`src/rtl/serial_add_ctrl.sv`:
```
// serial_add_ctrl: bit-serial add sequencer wrapped around one external
// full-adder cell. Operands are fed LSB first, one bit per clock; the cell's
// sum bit is shifted into the result register and its carry is fed back.
// Optional build macro: SERIAL_ADD_SUB_EN adds a 'sub' input that turns the
// operation into a - b (b inverted, carry-in forced to 1).
module serial_add_ctrl #(
   parameter int WIDTH = 8
) (
   input  logic             clk,
   input  logic             rst_n,
   input  logic             start,
`ifdef SERIAL_ADD_SUB_EN
   input  logic             sub,
`endif
   input  logic [WIDTH-1:0] a_in,
   input  logic [WIDTH-1:0] b_in,
   output logic             busy,
   output logic             done,
   output logic [WIDTH-1:0] sum,
   output logic             cout,
   output logic             fa_a,
   output logic             fa_b,
   output logic             fa_ci,
   input  logic             fa_s,
   input  logic             fa_co
);

   localparam int CW = $clog2(WIDTH + 1);

   typedef enum logic [1:0] {
      ST_IDLE  = 2'd0,
      ST_SHIFT = 2'd1,
      ST_DONE  = 2'd2
   } state_t;

   state_t           state_r;
   logic [WIDTH-1:0] a_sh_r;
   logic [WIDTH-1:0] b_sh_r;
   logic [WIDTH-1:0] sum_r;
   logic [CW-1:0]    count_r;
   logic             carry_r;
   logic             cout_r;
   logic             busy_r;
   logic             done_r;

   logic [WIDTH-1:0] b_load_s;
   logic             carry_init_s;

   // Select the B operand image and initial carry loaded at start
   always_comb begin
      b_load_s     = b_in;
      carry_init_s = 1'b0;
`ifdef SERIAL_ADD_SUB_EN
      if (sub) begin
         b_load_s     = ~b_in;
         carry_init_s = 1'b1;
      end else begin
         b_load_s     = b_in;
         carry_init_s = 1'b0;
      end
`endif
   end

   // Drive the full-adder cell inputs; quiet (all zero) outside SHIFT
   always_comb begin
      if (state_r == ST_SHIFT) begin
         fa_a  = a_sh_r[0];
         fa_b  = b_sh_r[0];
         fa_ci = carry_r;
      end else begin
         fa_a  = 1'b0;
         fa_b  = 1'b0;
         fa_ci = 1'b0;
      end
   end

   // Sequencer FSM with all datapath registers and registered status outputs
   always_ff @(posedge clk) begin
      if (!rst_n) begin
         state_r <= ST_IDLE;
         a_sh_r  <= {WIDTH{1'b0}};
         b_sh_r  <= {WIDTH{1'b0}};
         sum_r   <= {WIDTH{1'b0}};
         count_r <= {CW{1'b0}};
         carry_r <= 1'b0;
         cout_r  <= 1'b0;
         busy_r  <= 1'b0;
         done_r  <= 1'b0;
      end else begin
         case (state_r)
            ST_IDLE: begin
               if (start) begin
                  a_sh_r  <= a_in;
                  b_sh_r  <= b_load_s;
                  carry_r <= carry_init_s;
                  count_r <= {CW{1'b0}};
                  sum_r   <= {WIDTH{1'b0}};
                  busy_r  <= 1'b1;
                  done_r  <= 1'b0;
                  state_r <= ST_SHIFT;
               end else begin
                  busy_r  <= 1'b0;
                  done_r  <= 1'b0;
                  state_r <= ST_IDLE;
               end
            end
            ST_SHIFT: begin
               // Result fills from the top so bit 0 ends up in sum[0]
               sum_r   <= {fa_s, sum_r[WIDTH-1:1]};
               carry_r <= fa_co;
               a_sh_r  <= {1'b0, a_sh_r[WIDTH-1:1]};
               b_sh_r  <= {1'b0, b_sh_r[WIDTH-1:1]};
               count_r <= count_r + CW'(1);
               if (count_r == CW'(WIDTH - 1)) begin
                  cout_r  <= fa_co;
                  done_r  <= 1'b1;
                  state_r <= ST_DONE;
               end else begin
                  state_r <= ST_SHIFT;
               end
            end
            ST_DONE: begin
               // start is deliberately ignored here; next accept is in IDLE
               done_r  <= 1'b0;
               busy_r  <= 1'b0;
               state_r <= ST_IDLE;
            end
            default: begin
               done_r  <= 1'b0;
               busy_r  <= 1'b0;
               state_r <= ST_IDLE;
            end
         endcase
      end
   end

   assign busy = busy_r;
   assign done = done_r;
   assign sum  = sum_r;
   assign cout = cout_r;

endmodule

```
`config.mk`:
```
export PLATFORM = sky130hd
export DESIGN_NAME = serial_add_ctrl
export DESIGN_NICKNAME = d
export VERILOG_FILES = /design/src/rtl/serial_add_ctrl.sv
export SDC_FILE = /design/constraint.sdc
export NUM_CORES = 1
export LEC_CHECK = 0
export ABC_AREA = 1
export BUFFER_PORTS_ARGS = -buffer_cell sky130_fd_sc_hd__buf_2
export CORE_MARGIN = 8
export CORE_UTILIZATION = 50
export DETAILED_ROUTE_END_ITERATION = 6
export PLACE_DENSITY = 0.74
export SLEW_MARGIN = 5
export SYNTH_ARGS = -nofsm -noshare
export SYNTH_HDL_FRONTEND = slang
export SYNTH_SLANG_ARGS = --single-unit
export TNS_END_PERCENT = 10
```
`constraint.sdc`:
```
create_clock -name clk -period 1.3 [get_ports clk]
set_input_delay 0.13 -clock clk [delete_from_list [all_inputs] [get_ports clk]]
set_output_delay 0.13 -clock clk [all_outputs]
set_load 0.02 [all_outputs]
```
* After elaboration in Yosys (flattened, before gate mapping)
Index checks and enable logic that the tools add are counted.
** Storage, ports and cells
- Register bits after elaboration :: 34
- Output and inout port bits :: 14
- Word-level logic and storage cells :: 36
- Input port bits :: 21
** Cells by class
- Reductions and logical operators :: 5
- $add $sub $neg :: 1
- Equal/unequal tests :: 3
- Multiplexer cells :: 18
** Operators by type and width (number)
- case mux 8 bit (2 select lines) :: 3
- two-way mux 8 bit :: 3
- case mux 4 bit (2 select lines) :: 1
- two-way mux 1 bit :: 6
- AND reduction 2 bit :: 3
- adder 4 x 1 -> 4 bit (second input constant) :: 1
- == test 4 x 3 -> 1 bit (second input constant) :: 1
- two-way mux 4 bit :: 1
- case mux 1 bit (2 select lines) :: 2
- case mux 2 bit (2 select lines) :: 1
- == test 2 x 1 -> 1 bit (second input constant) :: 1
- logical NOT 2 bit :: 1
- two-way mux 2 bit :: 1
- inequality test 2 bit (second input constant) :: 1
- nonzero test 2 bit :: 1

* Depth between registers and ports, before layout
Gate-level depths: netlist of the first run.
- Depth in word-level cells :: 3
- Gate-level depth with buffers :: 7
- Depth with buffers taken out :: 6

* Least setup slack after synthesis of the first run
No wires, ideal clock.
- Kind :: register to output
- Start point :: reg state_r[0]
- End point :: out fa_a
- Cell stages (with the launch flop) :: 4
- Data arrival time :: 0.954 ns
- Path buffers :: 1
- Required time :: 1.170 ns
- Setup slack :: 0.216 ns
- Cells stage by stage :: dfxtp_1 nand2_1 buf_2 nor2_1
** On the way
- Word-level cells in the longest chain between the ends :: 2
** Ends and longest elaborated chain
- start: declaration :: RTL line 36 : state_t state_r;
- start signal: assignment :: RTL line 80 : state_r <= ST_IDLE;
- start signal: assignment :: RTL line 100 : state_r <= ST_SHIFT;
- start signal: assignment :: RTL line 104 : state_r <= ST_IDLE;
- == test 2 x 1 -> 1 bit :: RTL line 66 : if (state_r == ST_SHIFT) begin
- two-way mux 1 bit :: RTL line 66
- end: declaration :: RTL line 21 : output logic fa_a,
No other way between the ends.

* Worst setup path after layout of the first run
- Start point :: reg state_r[1]
- End point :: out fa_a
Same word-level chain as after synthesis.

==> summary.txt, run 1 <==
Run status
  – Outcome: finished, final reports clean

Synthesis
  – Post-synth cell types: 20
  – Compound-Gate Fraction of Synth Area: 10.8%
  – Synthesized area: 1580 µm²
  – Top FF cell, synth: dfxtp_1
  – Synth Area in Adders: 0.792%
  – Synth Net Count: 249
  – Post-synthesis sequential area ratio: 43.1%
  – Syn Area/Cell: 6.96 µm²
  – Post-synthesis xor/xnor area fraction: 0%
  – Number of synthesized flops with an enable pin: 0
  – Simple-Gate Fraction of Synth Area: 33.8%
  – #FFs+latches synth: 34
  – Post-synth ARST share: 0%
  – Syn. warnings: 0
  – Syn Inst Count: 227
  – Main combinational cell family by area after synthesis: simple AND/OR/NAND/NOR gates
  – Multiplexer share of the synthesized area: 0%

Global route
  – Vias in the first global route: 1376
  – Global-route wire length before repair: 6000 µm
  – Remaining Overflow, GRT: 0
  – All-layer global routing usage: 14.2%
  – Largest net degree at the start of global routing: 27
  – Initial antenna violation count: 0

Routing
  – DR pass1 iterations: 4
  – Final ANT Viol Nets: 0
  – Drt initial violations: 59
  – Post-Route WL: 3440 µm
  – Vias: 1445
  – Drt drc: 0
  – DR vias/cell: 4.60
  – Post-DR wirelength/cell: 10.9 µm

STA
  – Final setup violation count: 0
  – Post-layout min period: 1300 ps
  – Final hold violation count: 0
  – RSZ-0062 raised after global routing: yes
  – FMAX: 770 MHz
  – Hold WS: 30.9 ps
  – Clock skew: 7.31 ps
  – Max Slew Vio Count: 0
  – Slew at the pin closest to its max-slew limit: 470 ps
  – Slew headroom: 68.6%
  – Fin crit share: 99.9%

Finish
  – Fin util: 65.9%
  – Area growth from synthesis to layout: 26.3%
  – Post-route cell area: 1990 µm²
  – Final Non-Filler Cells: 314
  – Fillcell total: 280
  – Fin nets: 291
  – Layout cells sized above 1: 30.7%
  – Diode count: 0

Worst setup path
  – Critical path arrival: 1170 ps
  – Crit path required time: 1170 ps
  – Critical Path Start: state_r[1]
  – Crit path capture type: output port
  – Worst R2R Start: state_r[1]
  – Max FO, Critical Path: 5
  – CP Launch Type: register
  – Critical path class: reg -> out

Clock tree
  – Root Buffer: clkbuf_4
  – CTS tree: yes
  – Hold buffer count at CTS: 0
  – Worst-path clk slew: 110 ps
  – Clock buffer count from CTS: 5
  – Worst skew pair latency: 340 ps
  – # clock sinks: 34
  – Max clock buf depth: 2
  – H-tree Lvls: 2

Floorplan
  – Core ar.: 3030 µm²
  – Die X: 72.2 µm
  – Io pins: 35
  – Die Area: 5210 µm²
  – Die height: 72.2 µm
  – FP Rows: 20
  – Initial Utilization: 52.1%

Pwr
  – VDD IR max: 0.661 mV
  – P per Cell Area: 1110 nW/µm²
  – Leakage: 0.968 nW

Flow run
  – Max-Cap Viols: 0

Worst hold path
  – Worst Hold Class: in -> reg
  – Hold Startpoint: fa_s

Place
  – Dpl hpwl: 2330 µm
  – Placed cells: 300
  – I/O Buffers: 34
  – RD Place Congestion: 0.744
  – Post-place instance area: 1800 µm²
[timing repair]
item,4_1_cts,5_1_grt
resized for setup,13,5
gates cloned,1,0
setup endpoints to repair,3,3
pin swaps,1,0
buffers inserted,4,1
[flip-flops by register name (all words and copies together) (netlist names)]
name,cells
a_sh_r,8
b_sh_r,8
sum,8
count_r,4
state_r,2
busy,1
carry_r,1
cout,1
done,1
[worst max-delay path, cell delays in order (launching register included)]
cell and delay [ps]:
dfxtp_2 360, inv_2 70, nand2_4 60, buf_12 130, nor2_4 80, buf_6 120
[cells in the final DEF, fill, tap and decap left out]
master,n
a21oi_2,7
o21ai_2,2
clkbuf_8,1
nand3_1,12
buf_4,7
buf_12,3
o21ai_1,8
dfxtp_2,1
buf_2,31
o21ai_4,1
o21ai_0,5
nor2_4,3
clkinv_2,1
nor2_2,1
ha_1,1
dfxtp_4,1
nand2_2,9
dfxtp_1,32
inv_2,2
inv_1,24
a21oi_1,2
nand3_2,1
nor2_1,38
nand2_4,1
clkbuf_4,5
buf_6,4
clkinvlp_4,1
bufbuf_16,1
nand2_1,65
[report_power, final]
group / internal, mW / switching, mW / total, mW
Combinational: 0.205 / 0.254 / 0.458
Clock: 0.260 / 0.374 / 0.633
Sequential: 1.10 / 0.0275 / 1.13
Total: 1.57 / 0.655 / 2.22
[stage by stage]
stage               total power [mW]  TNS (ps)  setup WS (ps)
global placement                1.54         0            196
floorplan                       1.43         0            216
finish                          2.22         0          0.687
detailed placement              1.54         0            184
global route                    2.33      -125          -46.7
CTS                             2.22         0           7.82
[cells in the mapped netlist (2+ instances only)]
master | n | area (µm²)
nand2_1 | 66 | 248
nor2_1 | 41 | 154
dfxtp_1 | 34 | 681
inv_1 | 24 | 90.1
nand3_1 | 12 | 60.1
nand2_2 | 9 | 56.3
o21ai_1 | 8 | 40.0
a21oi_2 | 7 | 61.3
o21ai_0 | 5 | 25.0
buf_2 | 4 | 20.0
buf_6 | 4 | 45.0
a21oi_1 | 2 | 10.0
buf_4 | 2 | 15.0
inv_2 | 2 | 7.51
o21ai_2 | 2 | 17.5
[layout make-up]
type	instances	area, µm²	area share [%]
multi-input cells	156	747	37.5
flip-flops and latches	34	686	34.4
repair buffers	46	345	17.3
inverters	26	97.6	4.89
well taps	44	55.1	2.76
clock buffers	6	51.3	2.57
clock inverters	2	12.5	0.627
[routing by layer]
metal,routed length (µm),global-route usage (%),up-vias
li1,-,-,773
met1,1660,16.1,620
met2,1490,23.4,44
met3,235,5.10,8
met4,48,6.12,0
met5,0,0,-
[cells by family (layout without fill, tap and decap cells)]
kind of cell,count (synthesis),after routing
adders and majority gates,1,1
AOI/OAI and AO/OA,25,25
and+or+nand+nor,130,130
buffers and inverters,37,80
DFF,34,34
[path summary, 6_finish.rpt]
check / end / slack [ps] / depth (start not counted)
setup / recovery: fa_a / 0.7 / 5
hold / removal: sum[7] / 30 / 3
setup reg to reg: b_sh_r[2] / 80 / 8
hold reg to reg: sum[0] / 460 / 2
(Power assumes the default switching activity.)
==> inputs of run 2 (changes only) <==
--- a/config.mk
+++ b/config.mk
@@ -10,7 +10,9 @@
 export CORE_MARGIN = 8
 export CORE_UTILIZATION = 50
 export DETAILED_ROUTE_END_ITERATION = 6
+export HOLD_SLACK_MARGIN = 0.12
 export PLACE_DENSITY = 0.74
+export SETUP_SLACK_MARGIN = 0.5
 export SLEW_MARGIN = 5
 export SYNTH_ARGS = -nofsm -noshare
 export SYNTH_HDL_FRONTEND = slang
==> run 2 against run 1 <==
  * Global-route usage up 0.45 points
  * Sequential cell count unchanged
  * Power up 2.6%
  * Sequential power about the same
  * Clock skew up 3.5 ps
  * Largest power group unchanged
  * Die area unchanged
  * Critical path type unchanged
  * Count of clock-buffer cells in the layout unchanged
==> summary.txt, run 2 (same netlist as run 1, synthesis figures left out) <==
Routing
  – Final ANT Viol Nets: 0
  – DR vias/cell: 4.72
  – Post-DR wirelength/cell: 12.6 µm
  – DR pass1 iterations: 4
  – Vias: 1523
  – Drt initial violations: 51
  – Post-Route WL: 4080 µm
  – Drt drc: 0

Global route
  – Remaining Overflow, GRT: 0
  – Vias in the first global route: 1386
  – All-layer global routing usage: 14.7%
  – Initial antenna violation count: 0
  – Largest net degree at the start of global routing: 23
  – Global-route wire length before repair: 6060 µm

STA
  – RSZ-0062 raised after global routing: yes
  – Hold WS: 122 ps
  – Final hold violation count: 0
  – Fin crit share: 98.1%
  – Slew at the pin closest to its max-slew limit: 530 ps
  – FMAX: 784 MHz
  – Clock skew: 10.8 ps
  – Final setup violation count: 0
  – Post-layout min period: 1270 ps
  – Slew headroom: 64.6%
  – Max Slew Vio Count: 0

Place
  – I/O Buffers: 34
  – Placed cells: 301
  – RD Place Congestion: 0.745
  – Dpl hpwl: 2450 µm

Run status
  – Outcome: finished, final reports clean

Finish
  – Final Non-Filler Cells: 323
  – Most frequent cells in the layout: nand2_1 (49), nor2_1 (36), inv_1 (23)
  – Commonest non-fill, non-tap cell in the layout: nand2_1
  – Fillcell total: 229
  – Area growth from synthesis to layout: 47.7%
  – Diode count: 0
  – Fin nets: 302
  – Layout cells sized above 1: 45.9%

Clock tree
  – # clock sinks: 34
  – Worst-path clk slew: 90 ps
  – H-tree Lvls: 2
  – Max clock buf depth: 2
  – Clock buffer count from CTS: 5
  – Worst skew pair latency: 340 ps
  – Root Buffer: clkbuf_4
  – CTS tree: yes

Worst setup path
  – Cell Chain, Critical Path: inv_2 > nand2_4 > buf_12 > nor2_4 > buf_6
  – R2R setup slack: 70 ps
  – Critical path's top delay family: flip-flops
  – CP max stage cell: dfxtp_2
  – Crit path required time: 1170 ps
  – Buf+Inv Stages, Crit Path: 3
  – Critical path arrival: 1140 ps
  – CP Launch Type: register
  – Crit path capture type: output port
  – Max incr delay on CP: 330 ps
  – Max FO, Critical Path: 4
  – Critical path class: reg -> out

Floorplan
  – Die Area: 5210 µm²
  – Die height: 72.2 µm
  – Die X: 72.2 µm
  – Initial Utilization: 52.1%
  – Core ar.: 3030 µm²
  – Io pins: 35
  – FP Rows: 20

Flow run
  – Max-Cap Viols: 0

Pwr
  – Leakage: 1.07 nW
  – Sw Pwr: 0.689 mW
  – Switch share: 30.2%
  – P per Cell Area: 977 nW/µm²
  – Combinational share of power: 24.3%
  – Clk pwr share: 25.8%
  – VDD IR max: 0.928 mV
  – Flop pwr share: 49.9%
  – Int Pwr: 1.59 mW

Worst hold path
  – Worst Hold Class: in -> reg
==> run 2: cell types whose count changed in the layout (fill, tap and decap cells not counted), moves of 5 or more <==
| cell | delta |
|---|---|
| nand2_1 | -16 |
| buf_6 | +13 |
| dfxtp_1 | -13 |
| nand2_2 | +12 |
| buf_2 | -11 |
| dfxtp_2 | +8 |
| dlygate4sd3_1 | +7 |
| nand3_1 | -6 |
| dfxtp_4 | +5 |
==> run 2: tightest hold or removal path: cells and delay by family <==
kind	cells	cell delay (ps)
AOI/OAI and AO/OA	1	60
buffers and inverters	1	80
and+or+nand+nor	3	160
==> run 2: layout make-up <==
cell class                 instances  area [µm²]  share of cell area [%]
clock buffer                       6        51.3                    2.20
timing repair buffer              57         504                    21.6
multi-input combinational        156         907                    38.9
tap                               44        55.1                    2.36
inverter                          26         100                    4.29
sequential                        34         714                    30.6
==> run 2: stage by stage <==
step | util [%] | total power, mW | worst slack (ps) | TNS, ps | instance area, µm²
after floorplan | - | 1.46 | 351 | 0 | 1640
after global placement | 60.7 | 1.54 | 265 | 0 | 1840
after detailed placement | 60.7 | 1.55 | 237 | 0 | 1840
after CTS | 67.2 | 2.17 | 22.0 | 0 | 2030
after global routing | 77.0 | 2.40 | -15.5 | -43.0 | 2330
final | 77.0 | 2.28 | 25.1 | 0 | 2330
==> run 2: worst paths after layout <==
path | start | end | depth (start not counted)
max | state_r[1] | fa_ci | 5
min reg2reg | busy | busy | 2
min | b_in[0] | b_sh_r[0] | 5
max reg2reg | state_r[0] | count_r[3] | 8
==> run 2: layer usage <==
| layer | track usage, % | up-vias | routed length, µm |
|---|---|---|---|
| met4 | 7.71 | 0 | 79 |
| met5 | 0 | - | 0 |
| li1 | - | 793 | - |
| met3 | 5.23 | 9 | 254 |
| met2 | 23.7 | 38 | 1930 |
| met1 | 16.5 | 683 | 1820 |
==> run 2: power by group through the flow <==
stage / combinational [mW] / sequential (mW) / clock, mW
2_1_floorplan: 0.298 / 1.16 / 0
3_3_place_gp: 0.383 / 1.16 / 0
3_5_place_dp: 0.387 / 1.16 / 0
4_1_cts: 0.438 / 1.13 / 0.600
5_1_grt: 0.613 / 1.14 / 0.643
6_report: 0.554 / 1.14 / 0.589
==> run 2: timing repair <==
action | CTS | global route
pin swaps | 1 | 39
gates cloned | 0 | 1
endpoints found under the setup margin | 48 | 48
gates resized for setup | 9 | 91
hold buffers | 7 | 0
endpoints found under the hold margin | 8 | 0
setup buffers | 6 | 2
==> inputs of run 3 (changes only) <==
--- a/config.mk
+++ b/config.mk
@@ -11,7 +11,7 @@
 export CORE_UTILIZATION = 50
 export DETAILED_ROUTE_END_ITERATION = 6
 export HOLD_SLACK_MARGIN = 0.12
-export PLACE_DENSITY = 0.74
+export PLACE_DENSITY = 0.81
 export SETUP_SLACK_MARGIN = 0.5
 export SLEW_MARGIN = 5
 export SYNTH_ARGS = -nofsm -noshare
==> constraint.sdc (replaced) <==
create_clock -name clk -period 1.3 [get_ports clk]
set_input_delay 0.26 -clock clk [delete_from_list [all_inputs] [get_ports clk]]
set_output_delay 0.26 -clock clk [all_outputs]
set_load 0.02 [all_outputs]
==> run 3 against run 2 <==
  * The flow now finishes with violations (setup timing)
  * Critical path type unchanged
  * Design area increased by 2.4%
  * Worst hold slack improved by 35 ps
  * Clock power is 6.8% higher
  * Power up 4.0%
  * Critical path depth decreased by 1
  * First-iteration DRC count up 14%
  * Combinational power rose by 9.7%
  * Global-route usage grew 1.7 points
  * Die area stayed put
==> summary.txt, run 3 (same netlist as run 1, synthesis figures left out) <==
Run status
  – Outcome: complete, but fails checks
  – Failing checks: setup timing

Finish
  – Fin util: 78.9%
  – Fin nets: 300
  – Most frequent cells in the layout: nand2_1 (50), nor2_1 (29), inv_1 (22)
  – Area growth from synthesis to layout: 51.3%
  – Diode count: 0
  – Layout cells sized above 1: 49.8%
  – Commonest non-fill, non-tap cell in the layout: nand2_1
  – Post-route cell area: 2390 µm²

STA
  – RSZ-0062 raised after global routing: yes
  – Final hold violation count: 0
  – Final setup margin: -43.9 ps
  – Post-layout min period: 1340 ps
  – Max Slew Vio Count: 0
  – Fin crit share: 103%
  – Slew headroom: 84.4%
  – Hold WS: 158 ps
  – Slew at the pin closest to its max-slew limit: 234 ps
  – Clock skew: 11.9 ps
  – FMAX: 744 MHz
  – Final setup violation count: 4

Routing
  – Post-Route WL: 4570 µm
  – DR pass1 iterations: 4
  – Post-DR wirelength/cell: 14.1 µm
  – Drt drc: 0
  – Final ANT Viol Nets: 0
  – Drt initial violations: 58
  – DR vias/cell: 4.97
  – Vias: 1605

Worst hold path
  – Hold Path Cell Cnt: 3
  – Worst Hold Class: in -> reg

Clock tree
  – Clock buffer count from CTS: 5
  – Worst-path clk slew: 110 ps
  – Hold buffer count at CTS: 0
  – CTS tree: yes
  – Root Buffer: clkbuf_4
  – H-tree Lvls: 2
  – Worst skew pair latency: 350 ps
  – # clock sinks: 34
  – Max clock buf depth: 2

Pwr
  – VDD IR max: 0.864 mV
  – Design Power: 2.37 mW
  – P per Cell Area: 992 nW/µm²
  – Leakage: 1.16 nW

Global route
  – All-layer global routing usage: 16.4%
  – Largest net degree at the start of global routing: 26
  – Remaining Overflow, GRT: 0
  – Vias in the first global route: 1490
  – Initial antenna violation count: 0
  – Global-route wire length before repair: 6760 µm

Worst setup path
  – Critical path class: reg -> out
  – CP Launch Type: register
  – Cell count of the worst reg-to-reg path: 10
  – Max FO, Critical Path: 6
  – Crit path required time: 1040 ps
  – Crit path capture type: output port
  – Critical path arrival: 1080 ps

Floorplan
  – Initial Utilization: 52.1%
  – Io pins: 35
  – FP Rows: 20
  – Die height: 72.2 µm
  – Die Area: 5210 µm²
  – Die X: 72.2 µm
  – Core ar.: 3030 µm²

Place
  – Post-place instance area: 1840 µm²
  – DP Worst Slack: 146 ps
  – I/O Buffers: 34
  – RD Place Congestion: 0.763
  – Dpl hpwl: 2620 µm

Flow run
  – Max-Cap Viols: 0
==> run 3: changes by cell type in the layout (fill, tap and decap cells not counted), moves of 7 or more <==
cell           previous run  this run
nand2_2                  21        13
dlygate4sd3_1             7         0
nand2_4                   5        12
nor2_1                   36        29
nor2_2                    0         7
==> run 3: worst paths after layout <==
kind / startpoint / to / slack [ps]
setup reg to reg: state_r[1] / a_sh_r[4] / -30
setup / recovery: state_r[1] / fa_b / -40
hold / removal: b_in[7] / b_sh_r[7] / 160
hold reg to reg: a_sh_r[7] / a_sh_r[7] / 460
==> run 3: per-stage QoR <==
| stage | std cells | setup TNS (ps) |
|---|---|---|
| global route | 323 | -476 |
| finish | 323 | -158 |
| CTS | 316 | -116 |
| global placement | 303 | 0 |
| floorplan | 227 | 0 |
| detailed placement | 303 | 0 |
==> run 3: worst max-delay path, cell delays in order, from the launching register on <==
cell and delay [ps]:
dfxtp_2 340, inv_2 70, nand2_4 100, nor2_4 100, buf_6 120
==> run 3: cell type report <==
class	instances	area, µm²
inverters	26	103
multi-input cells	156	922
clock inverters	1	5.00
fillers	224	639
repair buffers	55	534
well taps	44	55.1
clock buffers	7	55.1
flip-flops and latches	34	714
==> run 3: timing repair <==
item,4_1_cts,5_1_grt
pin swaps,12,31
endpoints found under the setup margin,48,48
gates resized for setup,58,57
setup buffers,5,5
cloned,0,2
==> run 3: routing by layer <==
layer	routed length, µm	GRT usage, %	vias up
li1	-	-	800
met1	1780	18.2	741
met4	84	8.16	0
met5	0	0	-
met3	357	8.26	9
met2	2340	25.3	55
==> run 3: power by group <==
part           total (mW)  switching [mW]  internal (mW)
logic               0.608           0.336          0.273
registers            1.13          0.0371           1.09
clock network       0.629           0.367          0.262
